==> src/rtl/decim_fir_sequencer.sv <==
`default_nettype none
// ============================================================================
// Module   : decim_fir_sequencer
// Brief    : Decimating FIR scheduler: circular sample history, one
//            time-multiplexed MAC pass per DECIM inputs, Q1.15 round/saturate.
// Revision : 1.0
// ============================================================================
module decim_fir_sequencer #(
    parameter int NTAPS = 32,
    parameter int DECIM = 6,
    parameter int DEPTH = 64,
    parameter int ACCW  = 40
) (
    input  logic                     clk,
    input  logic                     reset_n,
    input  logic [15:0]              in_sample,
    input  logic                     in_valid,
    output logic [$clog2(NTAPS)-1:0] coef_addr,
    input  logic [15:0]              coef_data,
    output logic [15:0]              audio_sample,
    output logic                     audio_valid,
    output logic                     busy,
    output logic                     overrun
);

    localparam int KW = $clog2(NTAPS);
    localparam int AW = $clog2(DEPTH);
    localparam int DW = (DECIM > 1) ? $clog2(DECIM) : 1;

    localparam logic [1:0] c_idle  = 2'd0;
    localparam logic [1:0] c_issue = 2'd1;
    localparam logic [1:0] c_drain = 2'd2;
    localparam logic [1:0] c_round = 2'd3;

    localparam logic [DW-1:0]          c_dcnt_last  = DW'(DECIM - 1);
    localparam logic [KW-1:0]          c_k_last     = KW'(NTAPS - 1);
    localparam logic signed [ACCW-1:0] c_round_bias = ACCW'(16384);
    localparam logic signed [ACCW-1:0] c_sat_max    = ACCW'(32767);
    localparam logic signed [ACCW-1:0] c_sat_min    = ACCW'(-32768);

    logic [1:0]              r_state;
    logic [1:0]              w_state_next;
    logic [15:0]             r_buf [DEPTH];
    logic [AW-1:0]           r_wp;
    logic [AW-1:0]           r_base;
    logic [DW-1:0]           r_dcnt;
    logic [KW-1:0]           r_k;
    logic signed [15:0]      r_sample_q;
    logic                    r_acc_en;
    logic signed [ACCW-1:0]  r_acc;
    logic [15:0]             r_audio_sample;
    logic                    r_audio_valid;
    logic                    r_overrun;

    logic                    w_trigger;
    logic                    w_start;
    logic [AW-1:0]           w_rd_addr;
    logic signed [31:0]      w_prod;
    logic signed [ACCW-1:0]  w_rounded;
    logic [15:0]             w_sat;

    assign w_trigger = in_valid && (r_dcnt == c_dcnt_last);
    assign w_start   = w_trigger && (r_state == c_idle);
    assign w_rd_addr = r_base - {{(AW-KW){1'b0}}, r_k};
    assign w_prod    = r_sample_q * $signed(coef_data);
    assign w_rounded = (r_acc + c_round_bias) >>> 15;

    always_comb begin
        w_sat = w_rounded[15:0];
        if (w_rounded > c_sat_max) begin
            w_sat = 16'h7fff;
        end else if (w_rounded < c_sat_min) begin
            w_sat = 16'h8000;
        end
    end

    always_ff @(posedge clk or negedge reset_n) begin
        if (!reset_n) begin
            r_state <= c_idle;
        end else begin
            r_state <= w_state_next;
        end
    end

    always_comb begin
        w_state_next = r_state;
        case (r_state)
            c_idle:  if (w_start) w_state_next = c_issue;
            c_issue: if (r_k == c_k_last) w_state_next = c_drain;
            c_drain: w_state_next = c_round;
            c_round: w_state_next = c_idle;
            default: w_state_next = c_idle;
        endcase
    end

    // Intake runs in every state; the pass only ever reads behind the snapshotted base.
    always_ff @(posedge clk or negedge reset_n) begin
        if (!reset_n) begin
            for (int i = 0; i < DEPTH; i++) r_buf[i] <= '0;
            r_wp   <= '0;
            r_dcnt <= '0;
        end else if (in_valid) begin
            r_buf[r_wp] <= in_sample;
            r_wp        <= r_wp + 1'b1;
            r_dcnt      <= (r_dcnt == c_dcnt_last) ? '0 : r_dcnt + 1'b1;
        end
    end

    // Sample fetch and ROM read both land one edge after issue, so the MAC
    // enable is the issue state seen through one more register.
    always_ff @(posedge clk or negedge reset_n) begin
        if (!reset_n) begin
            r_base         <= '0;
            r_k            <= '0;
            r_sample_q     <= '0;
            r_acc_en       <= 1'b0;
            r_acc          <= '0;
            r_audio_sample <= '0;
            r_audio_valid  <= 1'b0;
            r_overrun      <= 1'b0;
        end else begin
            r_acc_en      <= (r_state == c_issue);
            r_audio_valid <= (r_state == c_round);
            if (w_start) begin
                r_base <= r_wp;
                r_k    <= '0;
                r_acc  <= '0;
            end else begin
                if (r_state == c_issue) r_k <= r_k + 1'b1;
                if (r_acc_en) r_acc <= r_acc + ACCW'(w_prod);
            end
            if (r_state == c_issue) r_sample_q <= r_buf[w_rd_addr];
            if (r_state == c_round) r_audio_sample <= w_sat;
            if (w_trigger && (r_state != c_idle)) r_overrun <= 1'b1;
        end
    end

    assign coef_addr    = r_k;
    assign audio_sample = r_audio_sample;
    assign audio_valid  = r_audio_valid;
    assign busy         = (r_state != c_idle);
    assign overrun      = r_overrun;

endmodule
`default_nettype wire

==> config.mk <==
export PLATFORM = sky130hd
export DESIGN_NAME = decim_fir_sequencer
export DESIGN_NICKNAME = d
export VERILOG_FILES = /design/src/rtl/decim_fir_sequencer.sv
export SDC_FILE = /design/constraint.sdc
export NUM_CORES = 2
export LEC_CHECK = 0
export ABC_AREA = 0
export CORE_MARGIN = 4
export CORE_UTILIZATION = 30
export CTS_CLUSTER_SIZE = 8
export DETAILED_ROUTE_END_ITERATION = 6
export MAX_ROUTING_LAYER = met4
export PLACE_DENSITY = 0.55
export SLEW_MARGIN = 20
export SYNTH_ARGS = -nofsm -noshare
export SYNTH_HDL_FRONTEND = slang
export SYNTH_SLANG_ARGS = --single-unit
==> constraint.sdc <==
create_clock -name clk -period 13.2 [get_ports clk]
set_input_delay 1.98 -clock clk [delete_from_list [all_inputs] [get_ports clk]]
set_output_delay 1.98 -clock clk [all_outputs]
set_load 0.1 [all_outputs]
==> flow_summary.toml <==
[critical_path]
cp_data_required_time_ps = 13840
cp-start-kind = "input pin"
cp-end-kind = "flop"
arrival_ps = 9020
path_cells = "clkdlybuf4s50_1 -> nand2_1 -> inv_1 -> fa_1 -> fa_1 -> inv_1 -> fa_1 -> inv_1 -> fa_1 -> fa_1 -> inv_1 -> fa_1 -> inv_1 -> ha_1 -> nand4_1 -> or2_2 -> a211o_1 -> a21oi_1 -> o21ai_0 -> o221a_2 -> a221o_1"
critPathSlowestCell = "clkdlybuf4s50_1"
max_stage_delay_ps = 760
criticalPathCategory = "input pin to flop"
cp_common_cell = "fa_1"
crit_start = "coef_data[1]"
reg2reg_from = "r_sample_q[15]"
crit_fanout = 16

[min_path]
min_from = "audio_sample[15]"
hold_path_class = "flop to flop"

[place]
placed_area_mm2 = 0.06688
portBuffers = 58
globalplace.congestion = 0.8367
dpl.hpwl_um = 102100
place_inst = 7207

[clocking]
clock_path_buffers = 3
clock_latency_ps = 780
cts_inserted_buffers = 159
holdBufCountCts = 0
clkSinkCount = 1121
post_cts_buffers = 0
htreeDepth = 4
clk_pin_slew_ps = 60
cts_resized = 0
cts_tree = "built"
root_buffer = "clkbuf_16"

[global_route]
gr-total-overflow = 0
grt_use_met1 = 0.2126
grt_busiest_layer = "met2"
grt_usage = 0.1547
grt_pass1_vias = 39820
grt_max_degree = 175
grt_pass1_wl_um = 252200
grt_use_met2 = 0.2432
antenna_found_initial = 7
grt_util_met3 = 0.02275

[finish]
layout.nets = 5059
syn2layout_area_growth_pct = 12.86
layout-drive-gt1-share = 0.3759
stdcell_count = 7390
final_util = 0.3401
design_area_mm2 = 0.07128

[floorplan]
die_h_um = 466.8
dieArea_mm2 = 0.2179
pin_count = 59
start_util = 0.3014
rows = 168
die_w_um = 466.8
core_area_mm2 = 0.2096

[sta]
fin_tns_setup_ps = 0
grt_setup_unrepaired = "false"
finalCritPeriodShare = 0.6354
drv_slew = 0
period_minus_slack_ps = 8387
max_freq_ghz = 0.1192
slew_headroom = 0.2504
hold_viol = 0
setup_violations = 0
fin_worst_skew_ps = 61.84
tightest_slew_ps = 1122

[power_and_ir_drop]
peakVddDrop_mv = 0.3781
power_density_mw_per_mm2 = 276.3
power_leakage_nw = 33.25
p_total_w = 0.01970

[logic_synthesis]
synthesis.area_mm2 = 0.06316
ys_seq_area_frac = 0.4442
async_flop_share = 1.000
syn_nets = 5061
synth-seq-cells = 1121
syn_inst = 4566
syn_area_per_cell_um2 = 13.83
ys_warn_count = 0
synth-edff-count = 0
ys_types = 61
synth_ff_type = "dfrtp_1"

[detailed_routing]
dr.pass1.iters = 6
vias = 36520
wirelength_um = 161900
drt-initial-drc-count = 2213
post_drt_wl_per_cell_um = 21.90
drcViolationCount = 0
antenna_left = 0
viasPerCell = 4.942

[flow_run]
max_cap_viol_count = 0

[run_status]
status = "finished clean"
logic make-up (layout without fill, tap and decap cells):
logic type / after synthesis / in the layout / synth area share
mux: 1402 / 1402 / 0.3094
xor+xnor: 60 / 60 / 0.008440
simple gates: 581 / 581 / 0.04345
buf+inv: 750 / 768 / 0.04539
other cells: 0 / 1 / 0
flops: 1121 / 1121 / 0.4442
compound gates: 192 / 192 / 0.01864
fa+ha+maj: 460 / 460 / 0.1305
layout make-up:
type / count / area, µm²
clock buffer: 165 / 4033
timing repair buffer: 159 / 1374
clock inverter: 16 / 322.8
fill: 20400 / 138300
multi-input combinational: 2695 / 32380
sequential: 1121 / 28050
inverter: 428 / 1607
tap: 2805 / 3510
antenna: 1 / 2.502
power breakdown:
group / internal (W) / leakage, nW / switching, W
Sequential: 0.00456 / 15.0 / 0.000652
Combinational: 0.00487 / 16.2 / 0.00594
Clock: 0.00216 / 2.12 / 0.00151
Total: 0.0116 / 33.2 / 0.00810
registers in the layout (all words and copies together), names as in the netlist:
signal / count
r_dcnt: 3
r_acc_en: 1
r_acc: 40
audio_sample: 16
r_base: 6
audio_valid: 1
r_wp: 6
r_state: 2
coef_addr: 5
r_sample_q: 16
r_buf: 1024
overrun: 1
synthesized netlist by cell type, drive strengths merged (5+ instances only):
library cell	count	area share
clkbuf	268	0.016
a31oi	7	0.00069
nor2	108	0.0064
xnor2	37	0.0053
dfrtp	1121	0.44
a211oi	7	0.00083
a21oi	48	0.0038
xor2	23	0.0032
and2	122	0.012
nand3	27	0.0021
nand4	18	0.0018
mux4	336	0.12
nand3b	5	0.00059
ha	129	0.026
inv	427	0.025
o22ai	9	0.00089
buf	54	0.0040
o21a	5	0.00059
and3	14	0.0014
nor3	15	0.0012
mux2i	23	0.0036
a21o	17	0.0020
o21ai	65	0.0052
nor2b	9	0.00089
mux2	1043	0.19
fa	331	0.10
nand2	239	0.014
critical path: cells and delay by family:
family          cells  cell delay, ps
fa+ha+maj           7            3480
buf+inv             6            1400
compound gates      5            1220
simple gates        3             930
routing by layer:
| layer | wire (µm) | share of wire | vias to the layer above |
|---|---|---|---|
| li1 | - | - | 15760 |
| met1 | 76060 | 0.47 | 19910 |
| met2 | 76670 | 0.47 | 633 |
| met3 | 5748 | 0.036 | 216 |
| met4 | 3386 | 0.021 | 0 |
| met5 | 0 | 0 | - |
through the flow:
| step | worst slack (ps) | hold slack (ps) |
|---|---|---|
| after CTS | 4849 | 487.8 |
| after global placement | 4082 | 476.5 |
| after floorplan | 5236 | 450.4 |
| final | 4813 | 483.1 |
| after detailed placement | 4037 | 475.1 |
| after global routing | 4417 | 493.8 |
layout by cell type, fill, tap and decap left out, types with 8 or more instances in the layout:
master | netlist | final
a21o_1 | 17 | 17
a21oi_1 | 48 | 48
and2_1 | 122 | 122
and3_1 | 14 | 14
buf_12 | 0 | 8
buf_2 | 32 | 15
buf_4 | 1 | 98
clkbuf_16 | 0 | 160
clkdlybuf4s50_1 | 0 | 36
dfrtp_1 | 1121 | 1120
fa_1 | 331 | 330
ha_1 | 129 | 128
inv_1 | 427 | 427
mux2_2 | 1043 | 1043
mux2i_1 | 23 | 23
mux4_2 | 336 | 336
nand2_1 | 239 | 237
nand3_1 | 27 | 27
nand4_1 | 18 | 18
nor2_1 | 108 | 80
nor2_2 | 0 | 24
nor2b_1 | 9 | 9
nor3_1 | 15 | 15
o21ai_0 | 65 | 65
o22ai_1 | 9 | 9
xnor2_1 | 36 | 34
xor2_1 | 23 | 23
final timing paths:
| kind | endpoint | slack [ps] | cells past startpoint |
|---|---|---|---|
| worst max-delay path | r_acc[38] | 4810 | 21 |
| worst min-delay path | audio_sample[15] | 480 | 1 |
| worst max register to register | r_acc[38] | 6120 | 20 |
| worst min register to register | audio_sample[15] | 480 | 1 |
| max in group asynchronous | audio_sample[1] | 9600 | 3 |
| min in group asynchronous | r_buf[28] | 1250 | 1 |
(Power assumes the default switching activity.)
